<file path="config.mk">
export PLATFORM = sky130hd
export DESIGN_NAME = ps2_keyboard
export DESIGN_NICKNAME = d
export VERILOG_FILES = /design/src/rtl/ps2_pkg.sv /design/src/rtl/ps2_scancode_map.sv /design/src/rtl/ps2_keyboard.sv
export SDC_FILE = /design/constraint.sdc
export NUM_CORES = 1
export LEC_CHECK = 0
export CAP_MARGIN = 15
export CELL_PAD_IN_SITES_DETAIL_PLACEMENT = 1
export CELL_PAD_IN_SITES_GLOBAL_PLACEMENT = 1
export CORE_MARGIN = 2
export CORE_UTILIZATION = 43
export CTS_CLUSTER_DIAMETER = 100
export DETAILED_ROUTE_END_ITERATION = 12
export PLACE_DENSITY_LB_ADDON = 0.1
export SYNTH_ARGS = -nofsm -noshare
export SYNTH_HDL_FRONTEND = slang
export SYNTH_SLANG_ARGS = --single-unit
</file>
<file path="constraint.sdc">
create_clock -name clk -period 3.3 [get_ports clk]
set_clock_uncertainty 0.15 [all_clocks]
set_input_delay 0.66 -clock clk [delete_from_list [all_inputs] [get_ports clk]]
set_output_delay 0.66 -clock clk [all_outputs]
set_load 0.02 [all_outputs]
</file>
<file path="src/rtl/ps2_pkg.sv">
// ps2_pkg: shared types and constants for the PS/2 keyboard receiver and decoder
package ps2_pkg;

    typedef enum logic [1:0] {
        ST_IDLE,
        ST_RECV,
        ST_CHECK
    } rx_state_e;

    localparam logic [7:0] SC_E0     = 8'hE0;
    localparam logic [7:0] SC_F0     = 8'hF0;
    localparam logic [7:0] SC_LSHIFT = 8'h12;
    localparam logic [7:0] SC_RSHIFT = 8'h59;

    localparam logic [7:0] K_ENTER  = 8'd128;
    localparam logic [7:0] K_BKSP   = 8'd129;
    localparam logic [7:0] K_LEFT   = 8'd130;
    localparam logic [7:0] K_UP     = 8'd131;
    localparam logic [7:0] K_RIGHT  = 8'd132;
    localparam logic [7:0] K_DOWN   = 8'd133;
    localparam logic [7:0] K_HOME   = 8'd134;
    localparam logic [7:0] K_END    = 8'd135;
    localparam logic [7:0] K_PGUP   = 8'd136;
    localparam logic [7:0] K_PGDN   = 8'd137;
    localparam logic [7:0] K_INSERT = 8'd138;
    localparam logic [7:0] K_DELETE = 8'd139;
    localparam logic [7:0] K_ESC    = 8'd140;
    localparam logic [7:0] K_F1     = 8'd141;
    localparam logic [7:0] K_F2     = 8'd142;
    localparam logic [7:0] K_F3     = 8'd143;
    localparam logic [7:0] K_F4     = 8'd144;
    localparam logic [7:0] K_F5     = 8'd145;
    localparam logic [7:0] K_F6     = 8'd146;
    localparam logic [7:0] K_F7     = 8'd147;
    localparam logic [7:0] K_F8     = 8'd148;
    localparam logic [7:0] K_F9     = 8'd149;
    localparam logic [7:0] K_F10    = 8'd150;
    localparam logic [7:0] K_F11    = 8'd151;
    localparam logic [7:0] K_F12    = 8'd152;

endpackage

</file>
<file path="src/rtl/ps2_scancode_map.sv">
// ps2_scancode_map: set-2 scan code (with E0 prefix and shift) to Hack key code lookup
module ps2_scancode_map
  import ps2_pkg::*;
(
  input  logic        ext_i,
  input  logic [7:0]  scan_i,
  input  logic        shift_i,
  output logic        valid_o,
  output logic [15:0] code_o
);
  logic       v;
  logic [7:0] lo;
  logic [7:0] hi;
  always_comb begin
    {v, lo, hi} = {1'b0, 8'd0, 8'd0};
    case ({ext_i, scan_i})
      9'h01C: {v, lo, hi} = {1'b1, "a", "A"};
      9'h032: {v, lo, hi} = {1'b1, "b", "B"};
      9'h021: {v, lo, hi} = {1'b1, "c", "C"};
      9'h023: {v, lo, hi} = {1'b1, "d", "D"};
      9'h024: {v, lo, hi} = {1'b1, "e", "E"};
      9'h02B: {v, lo, hi} = {1'b1, "f", "F"};
      9'h034: {v, lo, hi} = {1'b1, "g", "G"};
      9'h033: {v, lo, hi} = {1'b1, "h", "H"};
      9'h043: {v, lo, hi} = {1'b1, "i", "I"};
      9'h03B: {v, lo, hi} = {1'b1, "j", "J"};
      9'h042: {v, lo, hi} = {1'b1, "k", "K"};
      9'h04B: {v, lo, hi} = {1'b1, "l", "L"};
      9'h03A: {v, lo, hi} = {1'b1, "m", "M"};
      9'h031: {v, lo, hi} = {1'b1, "n", "N"};
      9'h044: {v, lo, hi} = {1'b1, "o", "O"};
      9'h04D: {v, lo, hi} = {1'b1, "p", "P"};
      9'h015: {v, lo, hi} = {1'b1, "q", "Q"};
      9'h02D: {v, lo, hi} = {1'b1, "r", "R"};
      9'h01B: {v, lo, hi} = {1'b1, "s", "S"};
      9'h02C: {v, lo, hi} = {1'b1, "t", "T"};
      9'h03C: {v, lo, hi} = {1'b1, "u", "U"};
      9'h02A: {v, lo, hi} = {1'b1, "v", "V"};
      9'h01D: {v, lo, hi} = {1'b1, "w", "W"};
      9'h022: {v, lo, hi} = {1'b1, "x", "X"};
      9'h035: {v, lo, hi} = {1'b1, "y", "Y"};
      9'h01A: {v, lo, hi} = {1'b1, "z", "Z"};
      9'h045: {v, lo, hi} = {1'b1, "0", ")"};
      9'h016: {v, lo, hi} = {1'b1, "1", "!"};
      9'h01E: {v, lo, hi} = {1'b1, "2", "@"};
      9'h026: {v, lo, hi} = {1'b1, "3", "#"};
      9'h025: {v, lo, hi} = {1'b1, "4", "$"};
      9'h02E: {v, lo, hi} = {1'b1, "5", "%"};
      9'h036: {v, lo, hi} = {1'b1, "6", "^"};
      9'h03D: {v, lo, hi} = {1'b1, "7", "&"};
      9'h03E: {v, lo, hi} = {1'b1, "8", "*"};
      9'h046: {v, lo, hi} = {1'b1, "9", "("};
      9'h029: {v, lo, hi} = {1'b1, " ", " "};
      9'h00E: {v, lo, hi} = {1'b1, 8'h60, "~"};
      9'h04E: {v, lo, hi} = {1'b1, "-", "_"};
      9'h055: {v, lo, hi} = {1'b1, "=", "+"};
      9'h054: {v, lo, hi} = {1'b1, "[", "{"};
      9'h05B: {v, lo, hi} = {1'b1, "]", "}"};
      9'h05D: {v, lo, hi} = {1'b1, "\\", "|"};
      9'h04C: {v, lo, hi} = {1'b1, ";", ":"};
      9'h052: {v, lo, hi} = {1'b1, "'", "\""};
      9'h041: {v, lo, hi} = {1'b1, ",", "<"};
      9'h049: {v, lo, hi} = {1'b1, ".", ">"};
      9'h04A: {v, lo, hi} = {1'b1, "/", "?"};
      9'h05A: {v, lo, hi} = {1'b1, K_ENTER, K_ENTER};
      9'h15A: {v, lo, hi} = {1'b1, K_ENTER, K_ENTER};
      9'h066: {v, lo, hi} = {1'b1, K_BKSP, K_BKSP};
      9'h076: {v, lo, hi} = {1'b1, K_ESC, K_ESC};
      9'h16B: {v, lo, hi} = {1'b1, K_LEFT, K_LEFT};
      9'h175: {v, lo, hi} = {1'b1, K_UP, K_UP};
      9'h174: {v, lo, hi} = {1'b1, K_RIGHT, K_RIGHT};
      9'h172: {v, lo, hi} = {1'b1, K_DOWN, K_DOWN};
      9'h16C: {v, lo, hi} = {1'b1, K_HOME, K_HOME};
      9'h169: {v, lo, hi} = {1'b1, K_END, K_END};
      9'h17D: {v, lo, hi} = {1'b1, K_PGUP, K_PGUP};
      9'h17A: {v, lo, hi} = {1'b1, K_PGDN, K_PGDN};
      9'h170: {v, lo, hi} = {1'b1, K_INSERT, K_INSERT};
      9'h171: {v, lo, hi} = {1'b1, K_DELETE, K_DELETE};
      9'h005: {v, lo, hi} = {1'b1, K_F1, K_F1};
      9'h006: {v, lo, hi} = {1'b1, K_F2, K_F2};
      9'h004: {v, lo, hi} = {1'b1, K_F3, K_F3};
      9'h00C: {v, lo, hi} = {1'b1, K_F4, K_F4};
      9'h003: {v, lo, hi} = {1'b1, K_F5, K_F5};
      9'h00B: {v, lo, hi} = {1'b1, K_F6, K_F6};
      9'h083: {v, lo, hi} = {1'b1, K_F7, K_F7};
      9'h00A: {v, lo, hi} = {1'b1, K_F8, K_F8};
      9'h001: {v, lo, hi} = {1'b1, K_F9, K_F9};
      9'h009: {v, lo, hi} = {1'b1, K_F10, K_F10};
      9'h078: {v, lo, hi} = {1'b1, K_F11, K_F11};
      9'h007: {v, lo, hi} = {1'b1, K_F12, K_F12};
      default: {v, lo, hi} = {1'b0, 8'd0, 8'd0};
    endcase
  end
  assign valid_o = v;
  assign code_o  = {8'd0, shift_i ? hi : lo};
endmodule

</file>
<file path="src/rtl/ps2_keyboard.sv">
// ps2_keyboard: PS/2 frame receiver with watchdog, scan-code decoder and held-key register
module ps2_keyboard
    import ps2_pkg::*;
#(
    parameter int TIMEOUT_CYCLES = 50000
) (
    input  logic        clk,
    input  logic        reset,
    input  logic        ps2_clk,
    input  logic        ps2_data,
    output logic [15:0] key_code,
    output logic        key_event,
    output logic        frame_err
);

    localparam int WD_W = $clog2(TIMEOUT_CYCLES + 1);

    logic [1:0]      c_sync_q, d_sync_q;
    logic            c_prev_q, fall_q, bit_q;
    rx_state_e       state_q, state_d;
    logic [3:0]      bit_cnt_q;
    logic [7:0]      sr_q;
    logic            par_q, stop_q;
    logic [WD_W-1:0] wd_q, wd_d;
    logic            timeout, frame_ok, rx_err, byte_ok;
    logic            ext_q, ext_d, brk_q, brk_d, shl_q, shl_d, shr_q, shr_d;
    logic [15:0]     key_q, key_d;
    logic            event_q, err_q;
    logic            map_valid;
    logic [15:0]     map_code;

    // pins idle high, so the synchronizer resets to 1 and reset release makes no false edge
    always_ff @(posedge clk or posedge reset) begin
        if (reset) begin
            c_sync_q <= 2'b11;
            d_sync_q <= 2'b11;
            c_prev_q <= 1'b1;
            fall_q   <= 1'b0;
            bit_q    <= 1'b1;
        end else begin
            c_sync_q <= {c_sync_q[0], ps2_clk};
            d_sync_q <= {d_sync_q[0], ps2_data};
            c_prev_q <= c_sync_q[1];
            fall_q   <= c_prev_q & ~c_sync_q[1];
            bit_q    <= d_sync_q[1];
        end
    end

    // watchdog restarts on any PS/2 clock edge and only runs while a frame is open
    assign wd_d     = (c_prev_q ^ c_sync_q[1]) || state_q != ST_RECV ? '0 : wd_q + WD_W'(1);
    assign timeout  = state_q == ST_RECV && wd_q >= WD_W'(TIMEOUT_CYCLES);
    assign frame_ok = stop_q & (^{sr_q, par_q});

    // receiver state register
    always_ff @(posedge clk or posedge reset) begin
        if (reset) state_q <= ST_IDLE;
        else       state_q <= state_d;
    end

    // receiver next-state
    always_comb begin
        state_d = state_q;
        case (state_q)
            ST_IDLE: state_d = fall_q && !bit_q ? ST_RECV : ST_IDLE;
            ST_RECV: state_d = timeout ? ST_IDLE : fall_q && bit_cnt_q == 4'd9 ? ST_CHECK : ST_RECV;
            default: state_d = ST_IDLE;
        endcase
    end

    // receiver outputs: error on bad start bit, timeout or failed check; byte handoff on pass
    always_comb begin
        rx_err  = (state_q == ST_IDLE && fall_q && bit_q) || timeout || (state_q == ST_CHECK && !frame_ok);
        byte_ok = state_q == ST_CHECK && frame_ok;
    end

    // frame datapath: data LSB first into sr, then parity, then stop
    always_ff @(posedge clk or posedge reset) begin
        if (reset) begin
            bit_cnt_q <= 4'd0;
            sr_q      <= 8'd0;
            par_q     <= 1'b0;
            stop_q    <= 1'b0;
            wd_q      <= '0;
        end else begin
            wd_q <= wd_d;
            if (state_q == ST_IDLE) begin
                bit_cnt_q <= 4'd0;
            end else if (state_q == ST_RECV && fall_q && !timeout) begin
                if (bit_cnt_q < 4'd8) sr_q <= {bit_q, sr_q[7:1]};
                if (bit_cnt_q == 4'd8) par_q <= bit_q;
                if (bit_cnt_q == 4'd9) stop_q <= bit_q;
                bit_cnt_q <= bit_cnt_q + 4'd1;
            end
        end
    end

    ps2_scancode_map u_map (
        .ext_i   (ext_q),
        .scan_i  (sr_q),
        .shift_i (shl_q | shr_q),
        .valid_o (map_valid),
        .code_o  (map_code)
    );

    // prefix bytes set flags; any other byte consumes them; shift keys only touch shift state
    always_comb begin
        ext_d = ext_q;
        brk_d = brk_q;
        shl_d = shl_q;
        shr_d = shr_q;
        key_d = key_q;
        if (byte_ok) begin
            if (sr_q == SC_E0) begin
                ext_d = 1'b1;
            end else if (sr_q == SC_F0) begin
                brk_d = 1'b1;
            end else begin
                ext_d = 1'b0;
                brk_d = 1'b0;
                if (!ext_q && sr_q == SC_LSHIFT)      shl_d = !brk_q;
                else if (!ext_q && sr_q == SC_RSHIFT) shr_d = !brk_q;
                else if (map_valid)                   key_d = !brk_q ? map_code : map_code == key_q ? 16'd0 : key_q;
            end
        end
    end

    // decoder state and output strobes
    always_ff @(posedge clk or posedge reset) begin
        if (reset) begin
            ext_q   <= 1'b0;
            brk_q   <= 1'b0;
            shl_q   <= 1'b0;
            shr_q   <= 1'b0;
            key_q   <= 16'd0;
            event_q <= 1'b0;
            err_q   <= 1'b0;
        end else begin
            ext_q   <= ext_d;
            brk_q   <= brk_d;
            shl_q   <= shl_d;
            shr_q   <= shr_d;
            key_q   <= key_d;
            event_q <= key_d != key_q;
            err_q   <= rx_err;
        end
    end

    assign key_code  = key_q;
    assign key_event = event_q;
    assign frame_err = err_q;

endmodule

</file>
### Word-level counts from Yosys, hierarchy flattened

Index checks and enable logic that the tools add are counted.

* $add $sub $neg: 2
* order comparisons: 2
* equality and inequality tests: 86
* muxes and demuxes: 22
* bitwise gates (word level): 9
* reductions and logical operators: 31

Operators by type and width (number)
* 8-bit case mux with 73 select lines: 2
* 9-bit by 6-bit == test with 1-bit output, second input constant: 23
* 9-bit by 7-bit == test with 1-bit output, second input constant: 21
* 16-bit two-way mux: 9
* 9-bit == test, second input constant: 11
* 74-bit OR reduction: 1
* 9-bit by 5-bit == test with 1-bit output, second input constant: 7
* 9-bit by 4-bit == test with 1-bit output, second input constant: 5
* 9-bit by 3-bit == test with 1-bit output, second input constant: 4
* 16-bit by 1-bit adder with 16-bit output, second input constant: 1
* 8-bit by 16-bit == test with 1-bit output: 1
* 8-bit == test, second input constant: 2
* 16-bit >= comparator, second input constant: 1
* 16-bit inequality test: 1
* 1-bit logical AND: 11
* 9-bit by 1-bit == test with 1-bit output, second input constant: 1
* 9-bit by 2-bit == test with 1-bit output, second input constant: 1
* 9-bit by 8-bit == test with 1-bit output, second input constant: 1
* 3-bit AND reduction: 3
* 9-bit XOR reduction: 1
* 4-bit == test, second input constant: 2
* 8-bit by 5-bit == test with 1-bit output, second input constant: 1
* 8-bit by 7-bit == test with 1-bit output, second input constant: 1
* 4-bit two-way mux: 2
* other kinds (22): 39

* register bits after elaboration: 61
* word-level logic and storage cells: 170

### Longest topological paths before layout

* word-level depth: 14
* depth in mapped cells: 12
* mapped depth without buffers: 9

### Hierarchy

A second synthesis with hierarchy kept.

* cell total of the unflattened synthesis: 608
* area total of the unflattened synthesis: 5166.2 um^2

By module, submodules not included
* ps2_keyboard: times used 1, cells an instance 329, area each 3342.0 um^2, sequential area each 1534.0 um^2
* ps2_scancode_map: times used 1, cells an instance 279, area each 1824.2 um^2, sequential area each 0.0 um^2

### Worst setup path before layout

Ideal clock, no wire load.

* path type: register to register
* start point: register sr_q[0]
* end point: register key_q[5], in the netlist key_code[5]
* library setup time: 118 ps
* arrival: 2814 ps
* required time: 3032 ps
* slack: 218 ps
* cell stages (with the launch flop): 12
* buffers on the path: 2
* clock period less this slack: 3082 ps
* path through: dfrtp_1 buf_4 buf_2 and4b_4 o211ai_2 o41ai_1 a2111o_1 or2_1 o41ai_4 o2111a_2 a41oi_4 a2bb2o_4

* cells in the longest elaborated chain, start to end: 13

RTL lines
* start: declaration: RTL line ps2_keyboard.sv:22 `logic [7:0] sr_q;`
* start signal: assignment: RTL line ps2_keyboard.sv:89 `if (bit_cnt_q < 4'd8) sr_q <= {bit_q, sr_q[7:1]};`
* 9-bit by 7-bit == test with 1-bit output / 9-bit == test (equally long branches): RTL line ps2_scancode_map.sv:16 `case ({ext_i, scan_i})`
* 2-bit OR reduction (no line)
* 8-bit case mux with 73 select lines: RTL line ps2_scancode_map.sv:16
* 8-bit two-way mux: RTL line ps2_scancode_map.sv:95 `assign code_o = {8'd0, shift_i ? hi : lo};`
* 8-bit by 16-bit == test with 1-bit output: RTL line ps2_keyboard.sv:122 `else if (map_valid) key_d = !brk_q ? map_code : map_code == key_q ? 16'd0 : key_q;`
* 16-bit two-way mux (3 in series): RTL line ps2_keyboard.sv:122
* 16-bit two-way mux: RTL line ps2_keyboard.sv:121 `else if (!ext_q && sr_q == SC_RSHIFT) shr_d = !brk_q;`
* 16-bit two-way mux: RTL line ps2_keyboard.sv:120 `if (!ext_q && sr_q == SC_LSHIFT) shl_d = !brk_q;`
* 16-bit two-way mux: RTL line ps2_keyboard.sv:115 `end else if (sr_q == SC_F0) begin`
* 16-bit two-way mux: RTL line ps2_keyboard.sv:113 `if (sr_q == SC_E0) begin`
* 16-bit two-way mux (*): RTL line ps2_keyboard.sv:112 `if (byte_ok) begin`
* net key_d[5]: RTL line ps2_keyboard.sv:27 `logic [15:0] key_q, key_d;`
* end signal: assignment: RTL line ps2_keyboard.sv:142 `key_q <= key_d;`
* end: declaration: RTL line ps2_keyboard.sv:27

The timed path passes the listed nets; every way through them passes the cells marked *.
A chain may end at the register's enable or synchronous reset.

### Final worst setup path

* start point: register sr_q[0]
* end point: register key_q[4], in the netlist key_code[4]

The elaborated chain is that of the path after synthesis.

==> results.md <==
- Initial antenna violation count: 0
- ANT cells: 0
- Share of the yosys chip area belonging to registers: 0.320
- Leading cell types in the layout, fill and taps excluded: 147 x buf_4, 47 x dfrtp_1, 44 x nand2_1
- Die area: approximately 12000 µm²
- Slowest stage delay, CP: 550 ps
- Crit path arrival time: about 3400 ps
- Layout net count: about 700
- Req. time, crit path: around 3400 ps
- Worst r2r path cells: 10
- Min-delay worst type: flop to flop
- Dpl ws: -234 ps
- Core Area: around 11000 µm²
- Final WS setup: -48.4 ps
- Synth async-reset ratio: 1.00
- Final cycle utilization of the critical path: 1.01
- Post-Synthesis Cells: 559
- DR iter-0 viols: between 400 and 500
- Drt drc: 0
- Clk root buf: clkbuf_8
- Crit-path slowest cell: xnor3_1
- Synthesized area per cell: roughly 8.6 µm²
- Setup TNS: -160 ps
- Routability cong.: slightly below 1
- Routed WL: 20.0 mm
- Total CTS buffers: 9
- Area Growth Syn to Fin: 39.5%
- Gr usage total: 0.335
- Pwr dens: 848 nW/µm²
- # rows: 38
- TritonRoute pass-1 iters: 5
- Slew @ Worst Pin: between 500 and 600 ps
- Unrepaired setup endpoints after global routing: yes
- Worst skew pair latency: ~360 ps
- Post-synthesis net count: roughly 570
- IO Count: 22
- Flops & latches, synth: between 60 and 70
- Max-cap violations: 0
- Port Buf Inserts: 21
- Crit Path Category: flop to flop
- Post-synth EDFFs: 0
- Die Width: approximately 110 µm
- Remaining antenna violation count: 0
- Max Buffers Root-to-Sink: 2
- Vias in the first global route: between 5k and 6k
- P_leak: between 2 and 3 nW
- F_max: 299 MHz
- Fin. Hold Viols: 0
- Fin cells: ~850
- Dpl hpwl: approximately 15 mm
- Critical Path Fanout Max: 7
- Crit path time final: around 3300 ps
- Slew HR: 0.629
- Crit path cell chain: buf_8 > xor2_1 > xnor3_1 > mux2i_4 > nor2_2 > nand2_1 > a21o_1 > a2111oi_4 > a41oi_4 > a22o_1
- Largest net degree at the start of global routing: 29
- Finish-stage setup viols: 7
- Layout cell share with drive strength beyond 1: 0.351
- Crit path launch type: flop
- Worst setup EP type: flop
- Vias: about 5.3k
- Syn. warnings: 0
- Run status: complete, but fails checks
- Clock slew at reported path FFs: 80 ps
- Vias per cell: a little over 6
- CTS tree: done
- Placed instance count: between 800 and 900
- Mapped Area: approximately 4800 µm²
- Failing checks: setup timing
- WHS Path Cells: 0
- Worst VDD drop: around 0.00061 V
- H-Tree Depth: 3
- Most used flip-flop cell after synthesis: dfrtp_1
- Synth cell types: 84
- DR WL/cell: roughly 23 µm
- Commonest non-fill, non-tap cell in the layout: buf_4
- Starting density of the core: 0.442
- First-pass GRT wire length: 30.3 mm
- Total grt overflow: 0
- Total power: 5.67 mW
- Sinks on Clock Net: ~60
- Die height: approximately 110 µm
- Max Slew Vio Count: 0
-- metal layers --
| metal | global-route usage | wire length [µm] | vias to the layer above |
|---|---|---|---|
| li1 | - | - | 2400 |
| met2 | 0.541 | 9610 | 195 |
| met4 | 0.172 | 983 | 0 |
| met1 | 0.427 | 8220 | 2645 |
| met5 | 0 | 0 | - |
| met3 | 0.0634 | 1150 | 73 |
-- cell usage after synthesis (5+ instances only) --
cell type	instances	share of area
nor2b_1	19	0.025
dfrtp_1	55	0.29
o2111ai_1	5	0.0091
xnor2_1	12	0.022
nor2_1	44	0.034
ha_1	6	0.016
inv_1	15	0.012
and2_1	14	0.018
clkbuf_1	12	0.0094
buf_4	8	0.013
o211ai_1	10	0.016
o21ai_0	26	0.027
or3_1	11	0.014
a21o_1	6	0.0094
mux2_2	7	0.016
nor3b_1	8	0.013
nor3_1	9	0.0094
nand4_1	20	0.026
a22oi_1	5	0.0078
a21oi_1	25	0.026
buf_2	20	0.021
o21a_1	5	0.0078
o22ai_1	7	0.0091
nor4_1	7	0.0091
o31ai_1	5	0.0078
nand3_1	30	0.031
a31oi_1	7	0.0091
dfstp_2	6	0.033
nand2_1	45	0.035
xor2_1	11	0.020
-- sequential cells by signal (all words and copies together), names as in the netlist, 2 cells and up --
signal	cells
sr_q	8
d_sync_q	2
wd_q	16
key_code	16
c_sync_q	2
state_q	2
bit_cnt_q	4
-- critical path: cells and delay by family, from the launching register on --
| kind | cells | cell delay [ps] |
|---|---|---|
| xor gates and xnor gates | 2 | 870 |
| DFF | 1 | 460 |
| AOI/OAI and AO/OA | 4 | 1100 |
| buffers and inverters | 1 | 160 |
| and+or+nand+nor | 2 | 230 |
| muxes | 1 | 260 |
-- cell type report --
| class | count | area (µm²) |
|---|---|---|
| Clock buffer | 9 | 124 |
| Clock inverter | 7 | 50.0 |
| Fill cell | 1268 | 4150 |
| Inverter | 15 | 56.3 |
| Multi-Input combinational cell | 442 | 3300 |
| Sequential cell | 61 | 1540 |
| Tap cell | 140 | 175 |
| Timing Repair Buffer | 178 | 1440 |
-- through the flow --
step,cell area (µm²),util,hold WS (ps)
floorplan,4790,-,195
global placement,6050,0.558,197
detailed placement,6050,0.558,197
CTS,6360,0.587,209
global route,6690,0.617,214
finish,6690,0.617,207
-- logic make-up after synthesis --
family,synth area share
flops,0.320
compound gates,0.228
mux,0.0248
buf+inv,0.0561
simple gates,0.299
fa+ha+maj,0.0157
xor+xnor,0.0564
-- power by group --
part           total, mW  internal, mW  switching, mW  leakage, nW
sequential         0.992         0.843          0.149        0.799
combinational       4.08          1.92           2.16         1.90
clock              0.596         0.274          0.322       0.0933
-- path summary, 6_finish.rpt --
check | startpoint | endpoint | slack, ps
worst min register to register | c_sync_q[0]$_DFF_PP1_ | c_sync_q[1]$_DFF_PP1_ | 210
min in group asynchronous | reset | wd_q[13]$_DFF_PP0_ | 450
worst max-delay path | sr_q[0]$_DFFE_PP0P_ | key_code[4]$_DFF_PP0_ | -50
worst min-delay path | c_sync_q[0]$_DFF_PP1_ | c_sync_q[1]$_DFF_PP1_ | 210
worst max register to register | sr_q[0]$_DFFE_PP0P_ | key_code[4]$_DFF_PP0_ | -50
max in group asynchronous | reset | d_sync_q[1]$_DFF_PP1_ | 1790
-- repair_timing --
item                                    4_1_cts  5_1_grt
hold buffers                                  0        0
setup buffers                                 0       13
cloned                                        1        1
pin swaps                                     4       25
endpoints found under the setup margin       15       17
gates resized for setup                      23       53
No activity file was read; power rests on OpenSTA's default activity.
